### src/rtl/fractal_pkg.sv
// fractal_pkg: shared pixel-stream types for the fractal video pipeline
package fractal_pkg;
  localparam int PIXEL_WIDTH = 24;
  typedef struct packed {
    logic                   sof;
    logic                   eol;
    logic [PIXEL_WIDTH-1:0] pixel;
  } pixel_beat_t;
  typedef enum logic {WAIT_SOF, RUN} stream_state_t;
endpackage

### src/rtl/fractal_stream_fifo.sv
// fractal_stream_fifo: synchronous first-word-fall-through FIFO
module fractal_stream_fifo #(
  parameter int W     = 26,
  parameter int DEPTH = 64
) (
  input  logic         clk,
  input  logic         resetn,
  input  logic         push,
  input  logic [W-1:0] din,
  output logic         full,
  input  logic         pop,
  output logic [W-1:0] dout,
  output logic         empty
);
  localparam int AW = $clog2(DEPTH);
  logic [W-1:0] mem [DEPTH];
  logic [AW:0]  wr_q, wr_d, rd_q, rd_d;
  logic         do_push, do_pop;
  // full/empty from extra pointer bit; a push into a full FIFO is legal when it pops the same cycle
  always_comb begin
    empty   = wr_q == rd_q;
    full    = (wr_q[AW] != rd_q[AW]) && (wr_q[AW-1:0] == rd_q[AW-1:0]);
    do_pop  = pop && !empty;
    do_push = push && (!full || do_pop);
    wr_d    = wr_q + {{AW{1'b0}}, do_push};
    rd_d    = rd_q + {{AW{1'b0}}, do_pop};
    dout    = mem[rd_q[AW-1:0]];
  end
  // pointer registers
  always_ff @(posedge clk or negedge resetn) begin
    if (!resetn) begin
      wr_q <= '0;
      rd_q <= '0;
    end else begin
      wr_q <= wr_d;
      rd_q <= rd_d;
    end
  end
  // storage array, no reset needed since reads are masked by empty upstream
  always_ff @(posedge clk) begin
    if (do_push) mem[wr_q[AW-1:0]] <= din;
  end
endmodule

### src/rtl/fractal_stream_to_axis.sv
// fractal_stream_to_axis: colorizer pixel stream to AXI4-Stream video with overflow resync
module fractal_stream_to_axis
  import fractal_pkg::*;
#(
  parameter int DATA_WIDTH = PIXEL_WIDTH,
  parameter int DEPTH      = 64,
  parameter int CNT_WIDTH  = 16
) (
  input  logic                  clk,
  input  logic                  resetn,
  input  logic [DATA_WIDTH-1:0] data_in,
  input  logic                  frame_start_in,
  input  logic                  line_end_in,
  input  logic                  data_enable_in,
  output logic [DATA_WIDTH-1:0] m_axis_tdata,
  output logic                  m_axis_tuser,
  output logic                  m_axis_tlast,
  output logic                  m_axis_tvalid,
  input  logic                  m_axis_tready,
  output logic                  overflow,
  input  logic                  overflow_clear,
  output logic [CNT_WIDTH-1:0]  drop_count,
  output logic                  syncing
);
  localparam int EW = DATA_WIDTH + 2;
  stream_state_t        state_q, state_d;
  logic                 overflow_q, overflow_d;
  logic [CNT_WIDTH-1:0] drop_count_q, drop_count_d;
  logic                 push, pop, full, empty, space, drop, ovf_evt;
  logic [EW-1:0]        dout;
  fractal_stream_fifo #(.W(EW), .DEPTH(DEPTH)) u_fifo (
    .clk   (clk),
    .resetn(resetn),
    .push  (push),
    .din   ({frame_start_in, line_end_in, data_in}),
    .full  (full),
    .pop   (pop),
    .dout  (dout),
    .empty (empty)
  );
  // resync FSM: drop until a frame start fits, leave RUN on any overflow
  always_comb begin
    state_d = state_q;
    push    = 1'b0;
    drop    = 1'b0;
    ovf_evt = 1'b0;
    pop     = !empty && m_axis_tready;
    space   = !full || pop;
    if (data_enable_in) begin
      case (state_q)
        WAIT_SOF: begin
          push    = frame_start_in && space;
          drop    = !push;
          ovf_evt = frame_start_in && !space;
          state_d = push ? RUN : WAIT_SOF;
        end
        default: begin
          push    = space;
          drop    = !space;
          ovf_evt = !space;
          state_d = space ? RUN : WAIT_SOF;
        end
      endcase
    end
  end
  // sticky overflow and saturating drop counter; a drop in the clear cycle wins
  always_comb begin
    overflow_d   = ovf_evt || (overflow_q && !overflow_clear);
    drop_count_d = drop ? (overflow_clear ? {{(CNT_WIDTH-1){1'b0}}, 1'b1} :
                           &drop_count_q ? drop_count_q : drop_count_q + 1'b1) :
                   overflow_clear ? '0 : drop_count_q;
  end
  // state and status registers
  always_ff @(posedge clk or negedge resetn) begin
    if (!resetn) begin
      state_q      <= WAIT_SOF;
      overflow_q   <= 1'b0;
      drop_count_q <= '0;
    end else begin
      state_q      <= state_d;
      overflow_q   <= overflow_d;
      drop_count_q <= drop_count_d;
    end
  end
  // AXIS mapping; fields forced to zero when no beat is presented
  always_comb begin
    m_axis_tvalid = !empty;
    m_axis_tdata  = empty ? '0 : dout[DATA_WIDTH-1:0];
    m_axis_tuser  = !empty && dout[EW-1];
    m_axis_tlast  = !empty && dout[DATA_WIDTH];
    overflow      = overflow_q;
    drop_count    = drop_count_q;
    syncing       = state_q == WAIT_SOF;
  end
endmodule

### config.mk
export PLATFORM = sky130hd
export DESIGN_NAME = fractal_stream_to_axis
export DESIGN_NICKNAME = d
export VERILOG_FILES = /design/src/rtl/fractal_pkg.sv /design/src/rtl/fractal_stream_fifo.sv /design/src/rtl/fractal_stream_to_axis.sv
export SDC_FILE = /design/constraint.sdc
export NUM_CORES = 1
export LEC_CHECK = 0
export BUFFER_PORTS_ARGS = -buffer_cell sky130_fd_sc_hd__buf_4
export CORE_MARGIN = 10
export CORE_UTILIZATION = 55
export CTS_BUF_LIST = sky130_fd_sc_hd__clkbuf_8
export CTS_CLUSTER_DIAMETER = 80
export CTS_CLUSTER_SIZE = 25
export DETAILED_ROUTE_END_ITERATION = 10
export PLACE_DENSITY = 0.83
export SLEW_MARGIN = 20
export SYNTH_ARGS = -nofsm -noshare
export SYNTH_HDL_FRONTEND = slang
export SYNTH_SLANG_ARGS = --single-unit
### constraint.sdc
create_clock -name clk -period 4.8 [get_ports clk]
set_input_delay 0.48 -clock clk [delete_from_list [all_inputs] [get_ports clk]]
set_output_delay 0.48 -clock clk [all_outputs]
set_load 0.02 [all_outputs]
==> summary.txt, run 1 <==
Timing
  – Clock skew: 0.06633 ns
  – Final worst setup slack: 0.1235 ns
  – RSZ-0062 raised after global routing: false
  – Final hold slack: 0.1131 ns
  – F_max: 213.8 MHz
  – Final period util: 97.43%
  – Max Transition Viols Final: 0
  – Least-Margin Pin Slew: 1.154 ns
  – Finish-stage setup viols: 0
  – Setup TNS Final: 0 ns
  – Hold violation total from the final report: 0
  – Min cycle time layout: 4.676 ns
  – Relative slew margins: 22.87%

Worst setup path
  – Crit path kind: register to output port
  – Setup crit start kind: register
  – Crit-path slowest cell: dfrtp_4
  – Cells along the critical path: xnor2_1 -> nand4_1 -> nor3_2 -> buf_4 -> inv_1 -> nand3_1 -> buf_4 -> o22ai_1 -> a21o_1 -> buf_4
  – Depth of the most critical reg-to-reg path: 8
  – CP Max Fanout: 33
  – Reg2reg end: u_fifo.mem[27][20]
  – Crit path required time: 4.32 ns
  – CP max stage delay: 0.85 ns
  – R2r setup slk: 1.06 ns
  – Most used cell along the critical path: buf_4
  – Crit. End Element: output port
  – Critical Path AT: 4.20 ns
  – Crit Reg-Reg Startpoint: u_fifo.rd_q[1]

Yosys
  – Post-Syn Area: 65030 um2
  – Sequential element share of the synthesized area: 78.07%
  – Commonest cells in the netlist: edfxtp_1 (1664), mux4_2 (433), nor2_1 (108)
  – Asr flop ratio synth: 1.887%
  – Syn Inst Count: 2885
  – Synth warnings: 0
  – Post-synth EDFFs: 1664
  – Yosys reg bits: 1696
  – Synth area leaders: edfxtp_1 (77%), mux4_2 (15%), dfrtp_1 (1.2%), nor2_1 (0.62%), a221oi_1 (0.62%)
  – Most used DFF post-synth: edfxtp_1
  – Distinct cells, synth: 49
  – Synth top area share: 76.84%
  – Syn_area_per_cell: 22.54 um2
  – Mapped Nets: 2921
  – Yosys top cell by area: edfxtp_1
  – Most numerous cell in the Yosys netlist: edfxtp_1

Global routing
  – GR Util All Layers: 23.89%
  – First-pass GRT wire length: 227600 um
  – Overflow after GRT: 0
  – Initial antenna violation count: 11
  – Pin count of the biggest net entering global routing: 79
  – Vias in the first global route: 31960

Floorplanning
  – Starting Density: 55.22%
  – Core Rows: 126
  – Core Box Area: 117800 um2
  – DIE AREA: 132400 um2
  – Die Y: 363.9 um
  – Chip width: 363.9 um
  – Io pins: 76

Pwr
  – Psw: 12150 uW
  – Switching part of the total power: 33.62%
  – Clk pwr share: 16.0%
  – Int Power: 23990 uW
  – Leak: 0.02146 uW
  – Reg power frac: 47.5%
  – Combinational group share of total power: 36.5%
  – PwrDens: 516.6 nW/um2
  – Worst vdd ir: 0.0005546 V

Run status
  – Status: finished, final reports clean

Detailed routing
  – DR vias/cell: 7.028
  – DR vias: 32150
  – Drt drc: 0
  – DR pass1 iterations: 6
  – Post-DR wirelength/cell: 35.29 um
  – Initial DRC count: 5350
  – DRT antenna net count: 0
  – Final Routed Wirelength: 161400 um

Clock network
  – CTS tree: yes
  – CTS sink cnt: 1696
  – Setup Fix Bufs, Post-CTS: 0
  – Clk_lat worst skew: 0.80 ns
  – Clk root buf: clkbuf_8
  – Max clock buf depth: 3
  – # H-tree levels: 3
  – Clock transition at path regs: 0.15 ns
  – Total CTS buffers: 79

Finish
  – Sequential Area: 50780 um2
  – Nets: 3045
  – Area of the multi-input gates: 13870 um2
  – Filler cell count: 7581
  – Synth-to-layout area growth: 7.586%
  – Layout cells sized above 1: 26.64%

Placement
  – Routability Congestion: 0.8446
  – Port buffer count: 75
  – DPL Wire Length: 89550 um
  – Place WS: 0.9223 ns

Worst hold path
  – Hold Startpoint: m_axis_tready
  – Worst hold path depth: 3
  – Min-Delay Endpoint: u_fifo.rd_q[0]
  – Min-delay worst type: primary input to register

Run
  – Maxcap violations: 0
## through the flow
| stage | cells | utilization [%] | power [uW] | area (um2) |
|---|---|---|---|---|
| floorplan | 2885 | - | 25470 | 65030 |
| global placement | 4440 | 57.83 | 30120 | 68100 |
| global route | 4575 | 59.41 | 37110 | 69960 |
| detailed placement | 4443 | 57.89 | 30420 | 68180 |
| CTS | 4555 | 59.02 | 35900 | 69500 |
| finish | 4575 | 59.41 | 36140 | 69960 |
## critical path: cells and delay by family (launching register included)
family | cells | cell delay [ns]
buf+inv | 4 | 1.08
flops | 1 | 0.85
simple gates | 3 | 0.67
compound gates | 2 | 0.58
xor+xnor | 1 | 0.21
## how the worst max path moves through the flow
| stage | end | slack [ns] | cells after the start | startpoint |
|---|---|---|---|---|
| floorplan | u_fifo.mem[63][0] | 1.79 | 7 | u_fifo.rd_q[4] |
| global placement | m_axis_tdata[18] | 0.97 | 8 | u_fifo.rd_q[0] |
| detailed placement | m_axis_tdata[9] | 0.92 | 9 | u_fifo.rd_q[0] |
| CTS | m_axis_tdata[17] | 0.09 | 9 | u_fifo.rd_q[0] |
| global route | m_axis_tdata[20] | 0.02 | 11 | u_fifo.rd_q[0] |
| finish | m_axis_tdata[15] | 0.12 | 10 | u_fifo.rd_q[1] |
## cells by family (layout without fill, tap and decap cells)
group,Yosys count,count (layout),synth area share (%)
compound gates,272,272,3.032
xor+xnor,17,17,0.2405
fa+ha+maj,5,5,0.09620
buf+inv,172,324,1.231
flops,1696,1696,78.07
mux,464,464,15.48
other cells,0,2,0
simple gates,259,259,1.849
## state kept, by name, indices dropped and copies added (netlist names)
signal and cells:
drop_count 16, state_q 1, overflow 1, u_fifo.rd_q 7
u_fifo.wr_q 7, u_fifo.mem 1664
## routing by layer
metal  vias to the layer above  part of all wire [%]  global-route usage [%]
li1                      12390                     -                       -
met5                         -                 0.064                       0
met2                      2586                    48                   37.63
met1                     16740                    34                   32.05
met3                       416                    13                   5.907
met4                        16                   4.6                   10.10
## power groups by stage
stage | Clock [uW] | Combinational [uW] | Sequential [uW]
final | 5780 | 13200 | 17200
after global routing | 6190 | 13700 | 17200
after CTS | 5760 | 13000 | 17200
after detailed placement | 0 | 12900 | 17500
after global placement | 0 | 12700 | 17400
after floorplan | 0 | 8240 | 17200
## cell type report
| cell class | instances | area share, % |
|---|---|---|
| well taps | 1536 | 2.747 |
| inverters | 12 | 0.06438 |
| multi-input cells | 1017 | 19.82 |
| flip-flops and latches | 1696 | 72.58 |
| clock inverters | 26 | 0.2182 |
| clock buffers | 83 | 1.633 |
| repair buffers | 203 | 2.927 |
| diodes | 2 | 0.007153 |
## cells in the final DEF (no fill, tap or decap), types with 27 or more instances in the layout
master / count
mux4_2: 433
inv_1: 31
a21oi_1: 58
buf_4: 166
dfrtp_1: 27
a221oi_1: 46
nor2_4: 43
edfxtp_1: 1664
clkbuf_8: 83
nor2_1: 42
a22o_1: 45
nand2_1: 51
## repair_timing
action | in CTS | in global routing
setup endpoints to repair | 0 | 5
gates resized for setup | 0 | 3
endpoints found under the hold margin | 46 | 0
hold buffers | 3 | 0
Power figures use the tool's default switching activity.
==> inputs of run 2 (changes only) <==
--- a/config.mk
+++ b/config.mk
@@ -12,7 +12,8 @@
 export CTS_CLUSTER_DIAMETER = 80
 export CTS_CLUSTER_SIZE = 25
 export DETAILED_ROUTE_END_ITERATION = 10
-export PLACE_DENSITY = 0.83
+export GPL_ROUTABILITY_DRIVEN = 0
+export PLACE_DENSITY = 0.67
 export SLEW_MARGIN = 20
 export SYNTH_ARGS = -nofsm -noshare
 export SYNTH_HDL_FRONTEND = slang
==> constraint.sdc (replaced) <==
create_clock -name clk -period 4.8 [get_ports clk]
set_input_delay 0.48 -clock clk [delete_from_list [all_inputs] [get_ports clk]]
set_output_delay 0.48 -clock clk [all_outputs]
set_load 0.005 [all_outputs]
==> run 2 against run 1 <==
Net effect: cell area decreased by 0.43%; combinational power fell by 4%; die area is the same; clock skew fell by 0.021 ns; register-to-register slack about the same; global-route usage increased by 0.071 points; sequential cell count is the same; critical endpoint is now m_axis_tdata[14]; largest power group unchanged; highest routed layer unchanged.
==> summary.txt, run 2 (synthesis gave the netlist of run 1 again) <==
Finish
  – Most frequent cells in the layout: edfxtp_1 (1664), mux4_2 (433), buf_4 (192) (was edfxtp_1 (1664), mux4_2 (433), buf_4 (166))
  – Most common cell after layout, fill and taps aside: edfxtp_1 (unchanged)
  – Synth-to-layout area growth: 7.128% (was 7.586%)
  – Post-layout util: 59.16% (was 59.41%)
  – Number of flip-flops in the largest register: 1664 (unchanged)
  – Nets: 3059 (was 3045)
  – Layout cells sized above 1: 26.78% (was 26.64%)
  – Final Cell Area: 69670 um2 (was 69960 um2)

Timing
  – Clock skew: 0.04562 ns (was 0.06633 ns)
  – Max Transition Viols Final: 0 (unchanged)
  – RSZ-0062 raised after global routing: false (unchanged)
  – Finish-stage setup viols: 0 (unchanged)
  – Min cycle time layout: 4.614 ns (was 4.676 ns)
  – Hold violation total from the final report: 0 (unchanged)
  – Final period util: 96.13% (was 97.43%)
  – Final hold slack: 0.08757 ns (was 0.1131 ns)
  – F_max: 216.7 MHz (was 213.8 MHz)
  – Setup TNS Final: 0 ns (unchanged)
  – Relative slew margins: 28.34% (was 22.87%)
  – Least-Margin Pin Slew: 1.072 ns (was 1.154 ns)

Worst setup path
  – Crit-path slowest cell: dfrtp_4 (unchanged)
  – Worst path top cell family by delay: flip-flops (was buffers and inverters)
  – Crit path required time: 4.32 ns (about the same)
  – R2r setup slk: 1.05 ns (was 1.06 ns)
  – Setup crit start kind: register (unchanged)
  – Bufs and invs on worst path: 2 (was 4)
  – CP Max Fanout: 37 (was 33)
  – Critical Path AT: 4.13 ns (was 4.20 ns)
  – Crit. End Element: output port (unchanged)
  – Crit path kind: register to output port (unchanged)
  – Cells along the critical path: buf_4 -> mux4_2 -> mux4_2 -> nor2_1 -> a21oi_1 -> a21o_1 -> buf_4 (was xnor2_1 -> nand4_1 -> nor3_2 -> buf_4 -> inv_1 -> nand3_1 -> buf_4 -> o22ai_1 -> a21o_1 -> buf_4)
  – CP max stage delay: 0.94 ns (was 0.85 ns)

Clock network
  – Clk_lat worst skew: 0.80 ns (about the same)
  – CTS sink cnt: 1696 (unchanged)
  – Max clock buf depth: 3 (unchanged)
  – Clock transition at path regs: 0.15 ns (about the same)
  – Total CTS buffers: 78 (was 79)
  – # H-tree levels: 3 (unchanged)
  – CTS tree: yes (unchanged)
  – Clk root buf: clkbuf_8 (unchanged)

Worst hold path
  – Min-delay worst type: primary input to register (unchanged)

Floorplanning
  – Starting Density: 55.22% (unchanged)
  – Core Box Area: 117800 um2 (unchanged)
  – Die Y: 363.9 um (unchanged)
  – Core Rows: 126 (unchanged)
  – DIE AREA: 132400 um2 (unchanged)
  – Chip width: 363.9 um (unchanged)
  – Io pins: 76 (unchanged)

Detailed routing
  – DR pass1 iterations: 6 (unchanged)
  – Drt drc: 0 (unchanged)
  – Post-DR wirelength/cell: 34.56 um (was 35.29 um)
  – DRT antenna net count: 0 (unchanged)
  – DR vias: 31060 (was 32150)
  – DR vias/cell: 6.776 (was 7.028)
  – Final Routed Wirelength: 158400 um (was 161400 um)
  – Initial DRC count: 4124 (was 5350)

Pwr
  – Psw: 11590 uW (was 12150 uW)
  – PwrDens: 509.9 nW/um2 (was 516.6 nW/um2)
  – Int Power: 23930 uW (was 23990 uW)
  – Clk pwr share: 15.9% (was 16.0%)
  – Combinational group share of total power: 35.7% (was 36.5%)
  – Worst vdd ir: 0.0003694 V (was 0.0005546 V)
  – Switching part of the total power: 32.64% (was 33.62%)
  – Reg power frac: 48.5% (was 47.5%)
  – Leak: 0.02142 uW (was 0.02146 uW)

Global routing
  – First-pass GRT wire length: 227600 um (unchanged)
  – Overflow after GRT: 0 (unchanged)
  – GR Util All Layers: 23.96% (was 23.89%)
  – Vias in the first global route: 31480 (was 31960)
  – Initial antenna violation count: 7 (was 11)
  – Pin count of the biggest net entering global routing: 70 (was 79)

Placement
  – Port buffer count: 75 (unchanged)
  – DPL Wire Length: 89730 um (was 89550 um)
  – Placement-stage cell area: 68390 um2 (was 68180 um2)

Run status
  – Status: finished, final reports clean (unchanged)

Run
  – Maxcap violations: 0 (unchanged)
[run 2: changes by cell type in the layout (fill, tap and decap cells not counted), moves of 2 or more]
cell / change
nor2_2: +17
inv_1: -3
diode_2: +3
buf_4: +26
clkbuf_8: -4
inv_8: -2
buf_16: -12
buf_12: +2
nor2_4: -17
[run 2: worst paths after layout]
kind / endpoint / depth (start not counted) / start
worst min register to register: u_fifo.wr_q[6] / 1 / u_fifo.wr_q[6]
worst max register to register: u_fifo.mem[42][3] / 7 / u_fifo.rd_q[1]
worst min-delay path: u_fifo.rd_q[0] / 3 / m_axis_tready
min in group asynchronous: drop_count[14] / 2 / resetn
max in group asynchronous: u_fifo.rd_q[3] / 2 / resetn
worst max-delay path: m_axis_tdata[14] / 7 / u_fifo.rd_q[1]
[run 2: metrics by stage]
step / instances / total power [uW] / worst slack, ns
floorplan: 2885 / 25110 / 1.785
global placement: 4473 / 30050 / 0.9273
detailed placement: 4474 / 30200 / 0.9217
CTS: 4578 / 35620 / 0.008550
global route: 4580 / 36810 / 0.05321
finish: 4584 / 35520 / 0.1858
[run 2: repair_timing]
item,in CTS,in global routing
endpoints found under the setup margin,0,5
resized for setup,0,1
hold buffers,4,0
setup buffers,0,1
endpoints found under the hold margin,52,0
[run 2: worst register-to-register path, delay by kind of cell, from the launching register on]
family	cells	cell delay, ns
and+or+nand+nor	5	1.71
xor gates and xnor gates	1	0.23
buffers and inverters	1	0.50
DFF	1	0.94
[run 2: layout make-up]
cell class | instances | area (um2)
Sequential cell | 1696 | 50780
Antenna cell | 5 | 12.51
Tap cell | 1536 | 1922
Clock buffer | 79 | 1087
Clock inverter | 21 | 103.9
Timing Repair Buffer | 218 | 1937
Multi-Input combinational cell | 1017 | 13780
Inverter | 12 | 45.04
Fill cell | 8143 | 48100
[run 2: power groups by stage]
| stage | combinational [uW] | clock, uW | sequential [uW] |
|---|---|---|---|
| 2_1_floorplan | 7880 | 0 | 17200 |
| 3_3_place_gp | 12500 | 0 | 17500 |
| 3_5_place_dp | 12600 | 0 | 17600 |
| 4_1_cts | 12700 | 5730 | 17200 |
| 5_1_grt | 13300 | 6220 | 17300 |
| 6_report | 12700 | 5630 | 17200 |
[run 2: metal layers]
metal / part of all wire [%] / routed length [um] / track usage, %
met5: 0.015 / 23 / 0
met2: 49 / 77470 / 38.66
met4: 3.4 / 5416 / 7.257
met1: 39 / 61440 / 33.45
met3: 8.9 / 14080 / 4.659
